### src/rtl/taint_mul_pkg.sv
// rtl/taint_mul_pkg.sv - shared types and sizing for the taint-tracked multiplier/FIFO
package taint_mul_pkg;

  typedef enum logic {IDLE, BUSY} state_t;

  localparam int DEF_WIDTH       = 4;
  localparam int DEF_MUL_LATENCY = 2;
  localparam int DEF_FIFO_DEPTH  = 4;
  localparam int COUNT_W         = $clog2(DEF_FIFO_DEPTH) + 1;
  localparam int RESULT_W        = 2 * DEF_WIDTH;

  function automatic int count_width(input int depth);
    return $clog2(depth) + 1;
  endfunction

endpackage

### src/rtl/taint_fifo.sv
// rtl/taint_fifo.sv - output FIFO with per-entry data taint and control-taint (ft) register
module taint_fifo
  import taint_mul_pkg::*;
#(
  parameter int DW    = RESULT_W,
  parameter int DEPTH = DEF_FIFO_DEPTH,
  localparam int CW   = count_width(DEPTH),
  localparam int AW   = $clog2(DEPTH)
) (
  input  logic          clk,
  input  logic          rst,
  input  logic          push,
  input  logic [DW-1:0] push_data,
  input  logic          push_t,
  input  logic          mt,
  input  logic          out_ready,
  input  logic          out_ready_t,
  output logic          out_valid,
  output logic [DW-1:0] out_result,
  output logic          out_result_t,
  output logic [CW-1:0] count,
  output logic          full,
  output logic          ft
);

  logic [DW-1:0] mem  [DEPTH];
  logic          tmem [DEPTH];
  logic [AW-1:0] wptr;
  logic [AW-1:0] rptr;
  logic          pop;

  assign out_valid    = (count != '0);
  assign full         = (count == CW'(DEPTH));
  assign pop          = out_valid && out_ready;
  assign out_result   = mem[rptr];
  assign out_result_t = out_valid && tmem[rptr];

  // Pointers are power-of-two wide, so plain increment wraps modulo DEPTH.
  always_ff @(posedge clk) begin
    if (rst) begin
      wptr  <= '0;
      rptr  <= '0;
      count <= '0;
      ft    <= 1'b0;
      for (int i = 0; i < DEPTH; i++) begin
        mem[i]  <= '0;
        tmem[i] <= 1'b0;
      end
    end else begin
      if (push) begin
        mem[wptr]  <= push_data;
        tmem[wptr] <= push_t;
        wptr       <= wptr + AW'(1);
      end
      if (pop) begin
        rptr <= rptr + AW'(1);
      end
      count <= count + CW'(push) - CW'(pop);
      ft    <= ft | (push & mt) | (out_valid & out_ready_t);
    end
  end

endmodule

### src/rtl/taint_mul_fifo.sv
// rtl/taint_mul_fifo.sv - taint-tracked early-out multiplier feeding an output FIFO
// Optional constant-time mode: TAINT_MUL_CONST_TIME_EN
module taint_mul_fifo
  import taint_mul_pkg::*;
#(
  parameter int WIDTH       = DEF_WIDTH,
  parameter int MUL_LATENCY = DEF_MUL_LATENCY,
  parameter int FIFO_DEPTH  = DEF_FIFO_DEPTH,
  localparam int RW         = 2 * WIDTH,
  localparam int CW         = count_width(FIFO_DEPTH)
) (
  input  logic             clk,
  input  logic             rst,
  input  logic             in_valid,
  input  logic             in_valid_t,
  output logic             in_ready,
  output logic             in_ready_t,
  input  logic [WIDTH-1:0] in_a,
  input  logic             in_a_t,
  input  logic [WIDTH-1:0] in_b,
  input  logic             in_b_t,
  output logic             out_valid,
  output logic             out_valid_t,
  input  logic             out_ready,
  input  logic             out_ready_t,
  output logic [RW-1:0]    out_result,
  output logic             out_result_t,
  output logic [CW-1:0]    count,
  output logic             count_t
);

  localparam int LW = $clog2(MUL_LATENCY + 1);

  state_t           state;
  logic [LW-1:0]    cnt;
  logic [WIDTH-1:0] a_q;
  logic [WIDTH-1:0] b_q;
  logic             op_t;
  logic             mt;
  logic             mt_now;
  logic             done;
  logic             done_t;
  logic             busy;
  logic             accept;
  logic             push;
  logic             pop;
  logic             full;
  logic             ft;
  logic [RW-1:0]    product;

  assign busy    = (state == BUSY);
  assign accept  = !busy && in_valid;
  assign pop     = out_valid && out_ready;
  assign product = RW'(a_q) * RW'(b_q);

`ifdef TAINT_MUL_CONST_TIME_EN
  assign done   = (cnt == LW'(MUL_LATENCY));
  assign done_t = 1'b0;
`else
  assign done   = (cnt == LW'(MUL_LATENCY)) || (a_q == '0) || (b_q == '0);
  assign done_t = op_t;
`endif

  assign push = busy && done && (!full || pop);

  // Timing taint is visible in the cycle its triggering decision is made.
  assign mt_now = mt | (accept & in_valid_t) | (busy & done_t) | (busy & done & ft);

  assign in_ready    = !busy;
  assign in_ready_t  = mt_now;
  assign out_valid_t = ft;
  assign count_t     = ft;

  always_ff @(posedge clk) begin
    if (rst) begin
      state <= IDLE;
      cnt   <= '0;
      a_q   <= '0;
      b_q   <= '0;
      op_t  <= 1'b0;
      mt    <= 1'b0;
    end else begin
      mt <= mt_now;
      case (state)
        IDLE: begin
          if (in_valid) begin
            a_q   <= in_a;
            b_q   <= in_b;
            op_t  <= in_a_t | in_b_t;
            cnt   <= LW'(1);
            state <= BUSY;
          end
        end
        BUSY: begin
          if (done) begin
            if (!full || pop) state <= IDLE;
          end else begin
            cnt <= cnt + LW'(1);
          end
        end
        default: state <= IDLE;
      endcase
    end
  end

  taint_fifo #(
    .DW   (RW),
    .DEPTH(FIFO_DEPTH)
  ) u_fifo (
    .clk         (clk),
    .rst         (rst),
    .push        (push),
    .push_data   (product),
    .push_t      (op_t),
    .mt          (mt_now),
    .out_ready   (out_ready),
    .out_ready_t (out_ready_t),
    .out_valid   (out_valid),
    .out_result  (out_result),
    .out_result_t(out_result_t),
    .count       (count),
    .full        (full),
    .ft          (ft)
  );

endmodule

### config.mk
export PLATFORM = sky130hd
export DESIGN_NAME = taint_mul_fifo
export DESIGN_NICKNAME = d
export VERILOG_FILES = /design/src/rtl/taint_mul_pkg.sv /design/src/rtl/taint_fifo.sv /design/src/rtl/taint_mul_fifo.sv
export SDC_FILE = /design/constraint.sdc
export NUM_CORES = 1
export LEC_CHECK = 0
export CAP_MARGIN = 0
export CORE_MARGIN = 2
export CORE_UTILIZATION = 50
export CTS_CLUSTER_SIZE = 30
export DETAILED_ROUTE_END_ITERATION = 6
export PLACE_DENSITY = 0.74
export SLEW_MARGIN = 20
export SYNTH_ARGS = -nofsm -noshare
export SYNTH_HDL_FRONTEND = slang
export SYNTH_SLANG_ARGS = --single-unit
### constraint.sdc
create_clock -name clk -period 3.09 [get_ports clk]
set_input_delay 0.4635 -clock clk [delete_from_list [all_inputs] [get_ports clk]]
set_output_delay 0.4635 -clock clk [all_outputs]
set_load 0.01 [all_outputs]
Yosys cells after proc, flatten, opt, wreduce, memory -nomap -nowiden --
Memories as Yosys holds them, arrays and structs flattened. A register that Yosys moved wholly into a read port is not among the register bits. Index checks and enable logic that the tools add are counted.
Storage, ports and cells: word-level logic and storage cells 74, RAM bits 36, register bits 21, output and inout port bits 17, memories kept 2, bits of input ports 16
Operators by class: reduce and logical (&&, ||, !) cells 17, $add $sub $neg 5, muxes and demuxes 22, eq/ne operators 4, bitwise gates (word level) 13, multiply operators 1
Memory list:
- u_fifo.mem | depth 4, bits a word 8, rd ports 1, clocked after memory_dff 1, write ports 4, line taint_fifo.sv:26 | logic [DW-1:0] mem [DEPTH];
- u_fifo.tmem | depth 4, bits a word 1, rd ports 1, clocked after memory_dff 1, write ports 4, line taint_fifo.sv:27 | logic tmem [DEPTH];
Operator list (count):
- 2-to-1 mux 2 bit | 8
- 2-to-1 mux 1 bit | 11
- zero test 4 bit | 2
- multiplier 4 x 4 -> 8 bit | 1
- 2-to-1 mux 8 bit | 1
- OR reduction 8 bit | 1
- adder 2 x 1 -> 2 bit (second input constant) | 3
- AND 1 bit | 6
- bitwise OR 1 bit | 6
- logical AND 1 bit | 5
- != test 2 bit (second input constant) | 2
- one-hot mux 2 bit (2 select lines) | 1
- AND reduction 2 bit | 2
- adder 3 x 1 -> 3 bit | 1
- == test 3 bit (second input constant) | 1
- logical OR 1 bit | 3
- nonzero test 3 bit | 1
- subtractor 3 x 1 -> 3 bit | 1
- == test 2 bit (second input constant) | 1
- zero test 1 bit | 2
- one-hot mux 1 bit (2 select lines) | 1
- inverter 1 bit | 1
- OR reduction 1 bit | 1

Longest topological paths before layout --
Gate-level depths: netlist of the first run.
depth in word-level cells 10, gate-level depth with buffers 10, mapped depth without buffers 10

Hierarchy --
Synthesis of the first run repeated with hierarchy kept, for this count alone.
Unflattened totals: cells, all modules 254, area total of the unflattened synthesis 3091.7 sq um
Modules (own cells, without submodules):
- taint_fifo | instances 1, cells an instance 136, area each 2100.8 sq um
- taint_mul_fifo | instances 1, cells an instance 118, area each 991.0 sq um

Worst setup path after synthesis of the first run --
No wires, ideal clock.
path type register -> register, start point register a_q[0], end point memory u_fifo.mem[0][7] in the netlist's numbering, data pin, cell stages (with the launch flop) 10, data arrival time 2.936 ns, period minus slack after synthesis 3.220 ns, buffers on the path 0, setup slack -0.130 ns, required time 2.806 ns, path through dfxtp_1 > nand2_1 > fa_1 > inv_1 > fa_1 > ha_1 > a211oi_1 > nor4b_1 > a2111oi_0 > nor2_1
RTL lines:
- start: declaration | line taint_mul_fifo.sv:36 | logic [WIDTH-1:0] a_q;
- start signal: assignment | line taint_mul_fifo.sv:87 | a_q <= in_a;
- end: declaration | line taint_fifo.sv:26

==> summary.txt, run 1 <==
TritonCTS clock tree: built
RePlAce Congestion: 0.721
Max_slew headroom: 64.1%
Core Region: 5850 µm²
Initial antenna violation count: 0
First-pass DRT Iterations: 4
Setup ws final: 115 ps
Maximum clock path buffer count: 2
Placed cell count: 369
Initial Utilization: 51.3%
Crit end category: register
WL per Instance: 14.5 µm
Layout cell share with drive strength beyond 1: 18.0%
XOR/XNOR Fraction of Synth Area: 2.04%
Mux share of post-synthesis cell area: 7.12%
Post-DP HPWL: 3950 µm
Final period util: 96.3%
Fillers: 476
Global-route wire length before repair: 9080 µm
Largest net degree at the start of global routing: 22
Final setup skew: 6.99 ps
Detail Route Antenna Nets: 0
Via density: 5.23
Register cell area after layout: 1540 µm²
Most frequent cells in the layout: nor2_1, edfxtp_1, clkdlybuf4s50_1, dfxtp_1, nand2_1
Synth Area in Adders: 9.58%
Synth area leader: edfxtp_1
Power Density: 629 nW/µm²
Clock Sinks: 59
Gate Count Post-Synth: 262
Compound-cell area share of the yosys netlist: 6.00%
Min Hold Slack: 480 ps
Post-Route WL: 5600 µm
Startpoint Class: register
Tot GR Track Use: 18.7%
Max Freq: 336 MHz
Post-synthesis sequential area ratio: 51.3%
Syn avg cell area: 11.5 µm²
Post-Place Worst Slack: -15.5 ps
Nets: 342
Area contributors post-synth: edfxtp_1, dfxtp_1, mux4_2
Worst-path clk slew: 70 ps
Via count of the first global-routing pass: 1957
Worst vdd ir: 418 µV
Synthesized cell area: 3000 µm²
Hold Fails Final Rpt: 0
Max-cap violation count: 0
DRC viols: 0
Worst Path Max Fanout: 4
DIE HEIGHT: 81.5 µm
Full die area: 6640 µm²
Status: complete, no violations
Post-Syn Nets: 298
H-tree depth: 3
Commonest non-fill, non-tap cell in the layout: nor2_1
Area Growth Syn to Fin: 23.7%
Yosys top cell area share: 36.0%
Async set-reset flop share out of synthesis: 0%
CP required: 3170 ps
Count of pins over their slew limit: 0
Slew at the pin with the worst max-slew slack: 539 ps
Non-Filler Instances: 386
Top FF cell, synth: edfxtp_1
Endpoints failing setup: 0
DR vias: 2019
Floorplan row count: 28
WP data arrival: 3050 ps
Final Power: 2.34 mW
Root Driver: clkbuf_8
Simple-Gate Fraction of Synth Area: 19.5%
Final instance area: 3720 µm²
TritonCTS buffer count: 9
Post-synth EDFFs: 36
# IOs: 33
Main combinational cell family by area after synthesis: simple AND/OR/NAND/NOR gates
Synth cell types: 45
Die W: 81.5 µm
Register bit total from synthesis: 59
Setup Crit Path Kind: reg -> reg
Overflow after GRT: 0
DRT iter0 DRCs: 73
Leak: 1.41 nW
Hold/Removal Path Class: reg -> reg
Diodes inserted: 0
Post-DP Area: 3450 µm²
# port buffers: 32
Tmin final: 2980 ps
Area occupied by multi-input gates: 1380 µm²
Synth warn: 0
Worst skew pair latency: 330 ps
-- state kept, by name, summed over array words and instances, names as in the netlist, 2 cells and up, named ones only --
| register | count |
|---|---|
| a_q | 4 |
| u_fifo.mem | 32 |
| u_fifo.wptr | 2 |
| u_fifo.tmem | 4 |
| u_fifo.rptr | 2 |
| b_q | 4 |
| cnt | 2 |
| u_fifo.count | 3 |
-- power breakdown --
group / internal (mW) / switching [mW] / leakage, nW
clock network: 0.452 / 0.312 / 0.109
logic: 0.342 / 0.252 / 0.739
registers: 0.911 / 0.0671 / 0.562
-- final cells by class --
cell class                 count  share of cell area (%)
multi-input combinational    173                    37.0
sequential                    59                    41.5
clock inverter                 7                    2.46
inverter                      17                    1.72
timing repair buffer          46                    11.4
tap                           75                    2.53
clock buffer                   9                    3.33
-- critical path: stages (launching register included) --
cell and delay, ps:
dfxtp_1 340, nand2_1 90, fa_1 530, inv_1 50
fa_1 530, ha_4 300, a211oi_2 70, o211a_1 250
a2111oi_2 340, buf_4 190, nor2_1 40
-- metrics by stage --
| step | utilization (%) | setup TNS, ps |
|---|---|---|
| floorplan | - | 0 |
| global placement | 59.0 | 0 |
| detailed placement | 59.0 | -15.5 |
| CTS | 62.8 | 0 |
| global route | 63.5 | -38.0 |
| finish | 63.5 | 0 |
-- path summary, 6_finish.rpt --
path / from / end / slack (ps) / cells past startpoint
setup / recovery: b_q[3] / u_fifo.mem[3][7] / 110 / 10
setup reg to reg: b_q[3] / u_fifo.mem[3][7] / 110 / 10
hold / removal: cnt[0] / cnt[0] / 480 / 1
hold reg to reg: cnt[0] / cnt[0] / 480 / 1
-- logic make-up (layout without fill, tap and decap cells) --
kind of cell,count (synthesis),after routing
AND/OR/NAND/NOR,110,110
flip-flops,59,59
buffers and inverters,30,79
AO/OA/AOI/OAI,26,26
adder cells (fa/ha/maj),20,20
multiplexers,10,10
XOR/XNOR,7,7
-- cells in the mapped netlist, drive strengths merged (2+ instances only) --
| cell | instances |
|---|---|
| a21o | 2 |
| fa | 5 |
| nor3 | 8 |
| o311ai | 2 |
| a211oi | 3 |
| edfxtp | 36 |
| xor2 | 3 |
| dfxtp | 23 |
| buf | 6 |
| nand2 | 21 |
| xnor2 | 4 |
| and2 | 14 |
| mux4 | 9 |
| a21oi | 10 |
| o21ai | 3 |
| nand3 | 2 |
| clkbuf | 7 |
| ha | 15 |
| nand2b | 6 |
| nor2b | 5 |
| inv | 17 |
| nor4 | 3 |
| nor2 | 42 |
| or4b | 3 |
-- timing repair --
action / CTS / global route
setup endpoints to repair: 1 / 8
setup buffers: 1 / 0
pin swaps: 1 / 4
hold buffers: 0 / 0
resized for setup: 0 / 7
-- metal layers --
metal	GRT usage [%]	vias to the layer above	routed length, µm
li1	-	1002	-
met1	23.8	967	2520
met2	30.2	39	2780
met3	4.62	11	170
met4	8.81	0	127
met5	0	-	0
Power figures use the tool's default switching activity.
==> run 2, diff against run 1 <==
--- a/config.mk
+++ b/config.mk
@@ -10,7 +10,7 @@
 export CORE_UTILIZATION = 50
 export CTS_CLUSTER_SIZE = 30
 export DETAILED_ROUTE_END_ITERATION = 6
-export PLACE_DENSITY = 0.74
+export PLACE_DENSITY = 0.75
 export SLEW_MARGIN = 20
 export SYNTH_ARGS = -nofsm -noshare
 export SYNTH_HDL_FRONTEND = slang
==> run 2 against run 1 <==
  * Register-to-register slack better by 50 ps
  * Worst setup slack improved by 54 ps
  * Final area barely moved
  * Die area stayed put
  * Clock-buffer cell count grew 2
  * Largest power group unchanged
  * First-iteration DRC count rose by 60%
  * Maximum frequency is 1.9% higher
  * Final cell count is 0.26% higher
==> summary.txt, run 2 (same netlist as run 1, synthesis figures left out) <==
Status: complete, no violations
Leak: 1.41 nW
CP max-delay cell: fa_1
RePlAce Congestion: 0.745
Floorplan row count: 28
Post-DP HPWL: 4160 µm
Non-Filler Instances: 387
Worst-path clk slew: 70 ps
Reg with most FFs: u_fifo.mem
Int Power: 1.64 mW
H-tree depth: 3
Max Freq: 342 MHz
Setup Crit Path Kind: reg -> reg
Most frequent cell on the critical path: fa_1
Placed cell count: 370
Hold buffers post-CTS: 0
Tot GR Track Use: 19.8%
Max_slew headroom: 64.3%
Hold/Removal Path Class: reg -> reg
Initial antenna violation count: 0
Hold Fails Final Rpt: 0
Crit end category: register
Setup_tns: 0 ps
WL per Instance: 14.7 µm
Most frequent cells in the layout: nor2_1, edfxtp_1, clkdlybuf4s50_1, dfxtp_1, nand2_1
Register cell area after layout: 1540 µm²
Final instance area: 3710 µm²
TritonCTS clock tree: built
CP required: 3160 ps
Area occupied by multi-input gates: 1390 µm²
Endpoints failing setup: 0
Final setup skew: 6.43 ps
Die W: 81.5 µm
Maximum clock path buffer count: 2
Power Density: 608 nW/µm²
Core Region: 5850 µm²
DR vias: 2042
Initial Utilization: 51.3%
WP data arrival: 2990 ps
Largest net degree at the start of global routing: 21
Clock power share: 30.3%
Root Driver: clkbuf_8
Max reg flops: 32
DIE HEIGHT: 81.5 µm
Max-cap violation count: 0
Tmin final: 2920 ps
Post-Route WL: 5690 µm
R2R cell count: 10
Area Growth Syn to Fin: 23.7%
Sw power: 0.614 mW
Overflow after GRT: 0
Diodes inserted: 0
DRT iter0 DRCs: 117
Post-DP Area: 3460 µm²
Layout cell share with drive strength beyond 1: 17.6%
Startpoint Class: register
Via density: 5.28
Nets: 343
TritonCTS buffer count: 9
Cell Chain, Critical Path: nand2_1 -> fa_1 -> inv_1 -> fa_1 -> ha_4 -> a211oi_2 -> o211a_1 -> a2111oi_4 -> buf_4 -> nor2_1
Core Util, Final: 63.5%
Final Power: 2.26 mW
First-pass DRT Iterations: 4
Final period util: 94.5%
Global-route wire length before repair: 9520 µm
Sequential share of power: 43.4%
Fillers: 470
Worst skew pair latency: 340 ps
Slew at the pin with the worst max-slew slack: 528 ps
RSZ-0062 raised after global routing: no
# port buffers: 32
Detail Route Antenna Nets: 0
DRC viols: 0
Full die area: 6640 µm²
Worst vdd ir: 313 µV
Hold Crit Depth: 1
Commonest non-fill, non-tap cell in the layout: nor2_1
Count of pins over their slew limit: 0
Comb pwr share: 26.2%
Worst Path Max Fanout: 4
Worst path max stage delay: 530 ps
Net Sw Frac: 27.2%
Clock Sinks: 59
# IOs: 33
Via count of the first global-routing pass: 2004
-- run 2: cell type report --
class                           instances  area share, %
Sequential cell                        59           41.5
Multi-Input combinational cell        173           37.4
Timing Repair Buffer                   47           11.7
Clock buffer                           11           3.81
Tap cell                               75           2.53
Inverter                               17           1.72
Clock inverter                          5           1.41
-- run 2: metal layers --
metal | routed length, µm | track usage [%] | vias up | share of wire, %
met5 | 0 | 0 | - | 0
met2 | 2840 | 32.3 | 51 | 50
met4 | 126 | 7.80 | 0 | 2.2
met1 | 2460 | 25.0 | 972 | 43
li1 | - | - | 1007 | -
met3 | 268 | 5.71 | 12 | 4.7
-- run 2: path summary, 6_finish.rpt --
path | end | startpoint | slack (ps)
hold reg to reg | cnt[0] | cnt[0] | 520
setup reg to reg | u_fifo.mem[3][7] | a_q[0] | 170
setup / recovery | u_fifo.mem[3][7] | a_q[0] | 170
hold / removal | cnt[0] | cnt[0] | 520
-- run 2: per-stage QoR --
stage	hold WS, ps	worst slack, ps
floorplan	443	105
global route	544	20.2
global placement	457	15.7
finish	516	169
CTS	520	43.1
detailed placement	467	-74.3
-- run 2: what timing repair did --
item	4_1_cts	5_1_grt
pin swaps	1	5
resized for setup	1	6
setup endpoints to repair	4	12
setup buffers	1	0
-- run 2: critical path, delay by kind of cell (launching register included) --
| kind | cells | cell delay [ps] |
|---|---|---|
| and+or+nand+nor | 2 | 120 |
| DFF | 1 | 330 |
| AOI/OAI and AO/OA | 3 | 640 |
| buffers and inverters | 2 | 230 |
| adders and majority gates | 3 | 1320 |
-- run 2: power groups by stage --
stage	Sequential, mW	Clock [mW]	Combinational (mW)
after floorplan	0.977	0	0.369
after global placement	0.994	0	0.589
after detailed placement	0.998	0	0.594
after CTS	0.982	0.694	0.598
after global routing	0.993	0.725	0.652
final	0.980	0.685	0.592
==> run 3, diff against run 2 <==
--- a/config.mk
+++ b/config.mk
@@ -11,6 +11,7 @@
 export CTS_CLUSTER_SIZE = 30
 export DETAILED_ROUTE_END_ITERATION = 6
 export PLACE_DENSITY = 0.75
+export REMOVE_ABC_BUFFERS = 1
 export SLEW_MARGIN = 20
 export SYNTH_ARGS = -nofsm -noshare
 export SYNTH_HDL_FRONTEND = slang
==> run 3 against run 2 <==
  * Wire length is 0.76% lower
  * Final area is 1.2% higher
  * Critical path depth stayed put
  * Non-clock buffer count is 2 higher
  * Critical endpoint unchanged
  * Largest cell class unchanged
==> summary.txt, run 3 (same netlist as run 1, synthesis figures left out) <==
Status: complete, no violations
DR vias: 2008
Post-DP HPWL: 4050 µm
Reg-to-Reg End: u_fifo.mem[3][7]
Floorplan row count: 28
# port buffers: 32
Worst path max stage delay: 530 ps
Setup Crit Path Kind: reg -> reg
Crit end category: register
WL per Instance: 14.5 µm
Core Region: 5850 µm²
Commonest non-fill, non-tap cell in the layout: nor2_1
Layout cell share with drive strength beyond 1: 17.8%
CP max-delay cell: fa_1
Setup_tns: 0 ps
Flop-to-flop setup slack: 150 ps
Global-route wire length before repair: 9340 µm
Nets: 345
Most frequent cells in the layout: nor2_1, edfxtp_1, clkdlybuf4s50_1, dfxtp_1, nand2_1
CP required: 3150 ps
DIE HEIGHT: 81.5 µm
Max-cap violation count: 0
Full die area: 6640 µm²
Max Freq: 340 MHz
Post-Route WL: 5650 µm
Reg-to-reg startpoint: a_q[0]
Hold Fails Final Rpt: 0
Top Family by Delay on Critical Path: adder cells
Startpoint Class: register
TritonCTS buffer count: 9
Worst-path clk slew: 70 ps
Most frequent cell on the critical path: fa_1
Final setup skew: 9.01 ps
Hold Crit Depth: 1
Initial antenna violation count: 0
Fillers: 457
Max_slew headroom: 63.4%
Initial Utilization: 51.3%
Final Power: 2.41 mW
# IOs: 33
WP data arrival: 3000 ps
Die W: 81.5 µm
Maximum clock path buffer count: 2
Worst Hold Launch: cnt[0]
Leak: 1.44 nW
Diodes inserted: 0
Worst vdd ir: 330 µV
Max reg flops: 32
Endpoints failing setup: 0
CP Buf/Inv Count: 2
Setup ws final: 150 ps
Root Driver: clkbuf_8
Tmin final: 2940 ps
Largest net degree at the start of global routing: 20
Overflow after GRT: 0
Post-Place Worst Slack: 65.3 ps
Clock Sinks: 59
Final period util: 95.1%
Power Density: 640 nW/µm²
Via count of the first global-routing pass: 1940
Slew at the pin with the worst max-slew slack: 541 ps
First-pass DRT Iterations: 4
DRC viols: 0
WHS Endpoint: cnt[0]
Area Growth Syn to Fin: 25.1%
Count of pins over their slew limit: 0
Detail Route Antenna Nets: 0
RSZ-0062 raised after global routing: no
Worst skew pair latency: 330 ps
Reg with most FFs: u_fifo.mem
R2R cell count: 10
Via density: 5.16
DRT iter0 DRCs: 88
Hold/Removal Path Class: reg -> reg
TritonCTS clock tree: built
Cell Chain, Critical Path: nand2_1 -> fa_1 -> inv_1 -> fa_1 -> ha_1 -> a211oi_2 -> o211a_1 -> a2111oi_4 -> buf_4 -> nor2_1
H-tree depth: 3
Tot GR Track Use: 19.2%
Hold buffers post-CTS: 0
RePlAce Congestion: 0.745
Worst Path Max Fanout: 4
## run 3: per-layer routing
metal / track usage (%) / share of wire (%)
met3: 4.62 / 5.5
met5: 0 / 0
met1: 24.8 / 44
met2: 31.1 / 50
met4: 8.14 / 0.94
## run 3: how the worst max path moves through the flow
stage | start | end | slack, ps | cells past startpoint
4_1_cts | a_q[0] | u_fifo.mem[3][7] | 30 | 10
6_report | a_q[0] | u_fifo.mem[3][7] | 150 | 10
3_5_place_dp | a_q[0] | u_fifo.mem[3][7] | 70 | 10
3_3_place_gp | b_q[3] | u_fifo.mem[3][7] | 110 | 10
5_1_grt | b_q[3] | u_fifo.mem[3][7] | 3 | 10
2_1_floorplan | a_q[0] | u_fifo.mem[0][7] | -130 | 9
## run 3: layout make-up
class	instances	area (µm²)	share of cell area, %
Clock inverter	5	81.3	2.16
Sequential cell	59	1540	41.0
Clock buffer	11	163	4.33
Multi-Input combinational cell	173	1370	36.4
Timing Repair Buffer	49	448	11.9
Tap cell	75	93.8	2.50
Inverter	17	63.8	1.70
## run 3: metrics by stage
step                      instances  cell area, µm²  util, %  hold slack, ps
after floorplan                 249            2930        -             432
after global placement          373            3480     59.4             459
after detailed placement        373            3480     59.4             461
after CTS                       389            3720     63.6             476
after global routing            389            3760     64.2             499
final                           389            3760     64.2             476
## run 3: report_power, final
part,internal (mW),switching [mW],leakage [nW]
combinational,0.342,0.265,0.758
sequential,0.911,0.0526,0.562
clock,0.526,0.309,0.121
## run 3: what timing repair did
item	in CTS	in global routing
resized for setup	0	7
setup buffers	0	0
setup endpoints to repair	0	8
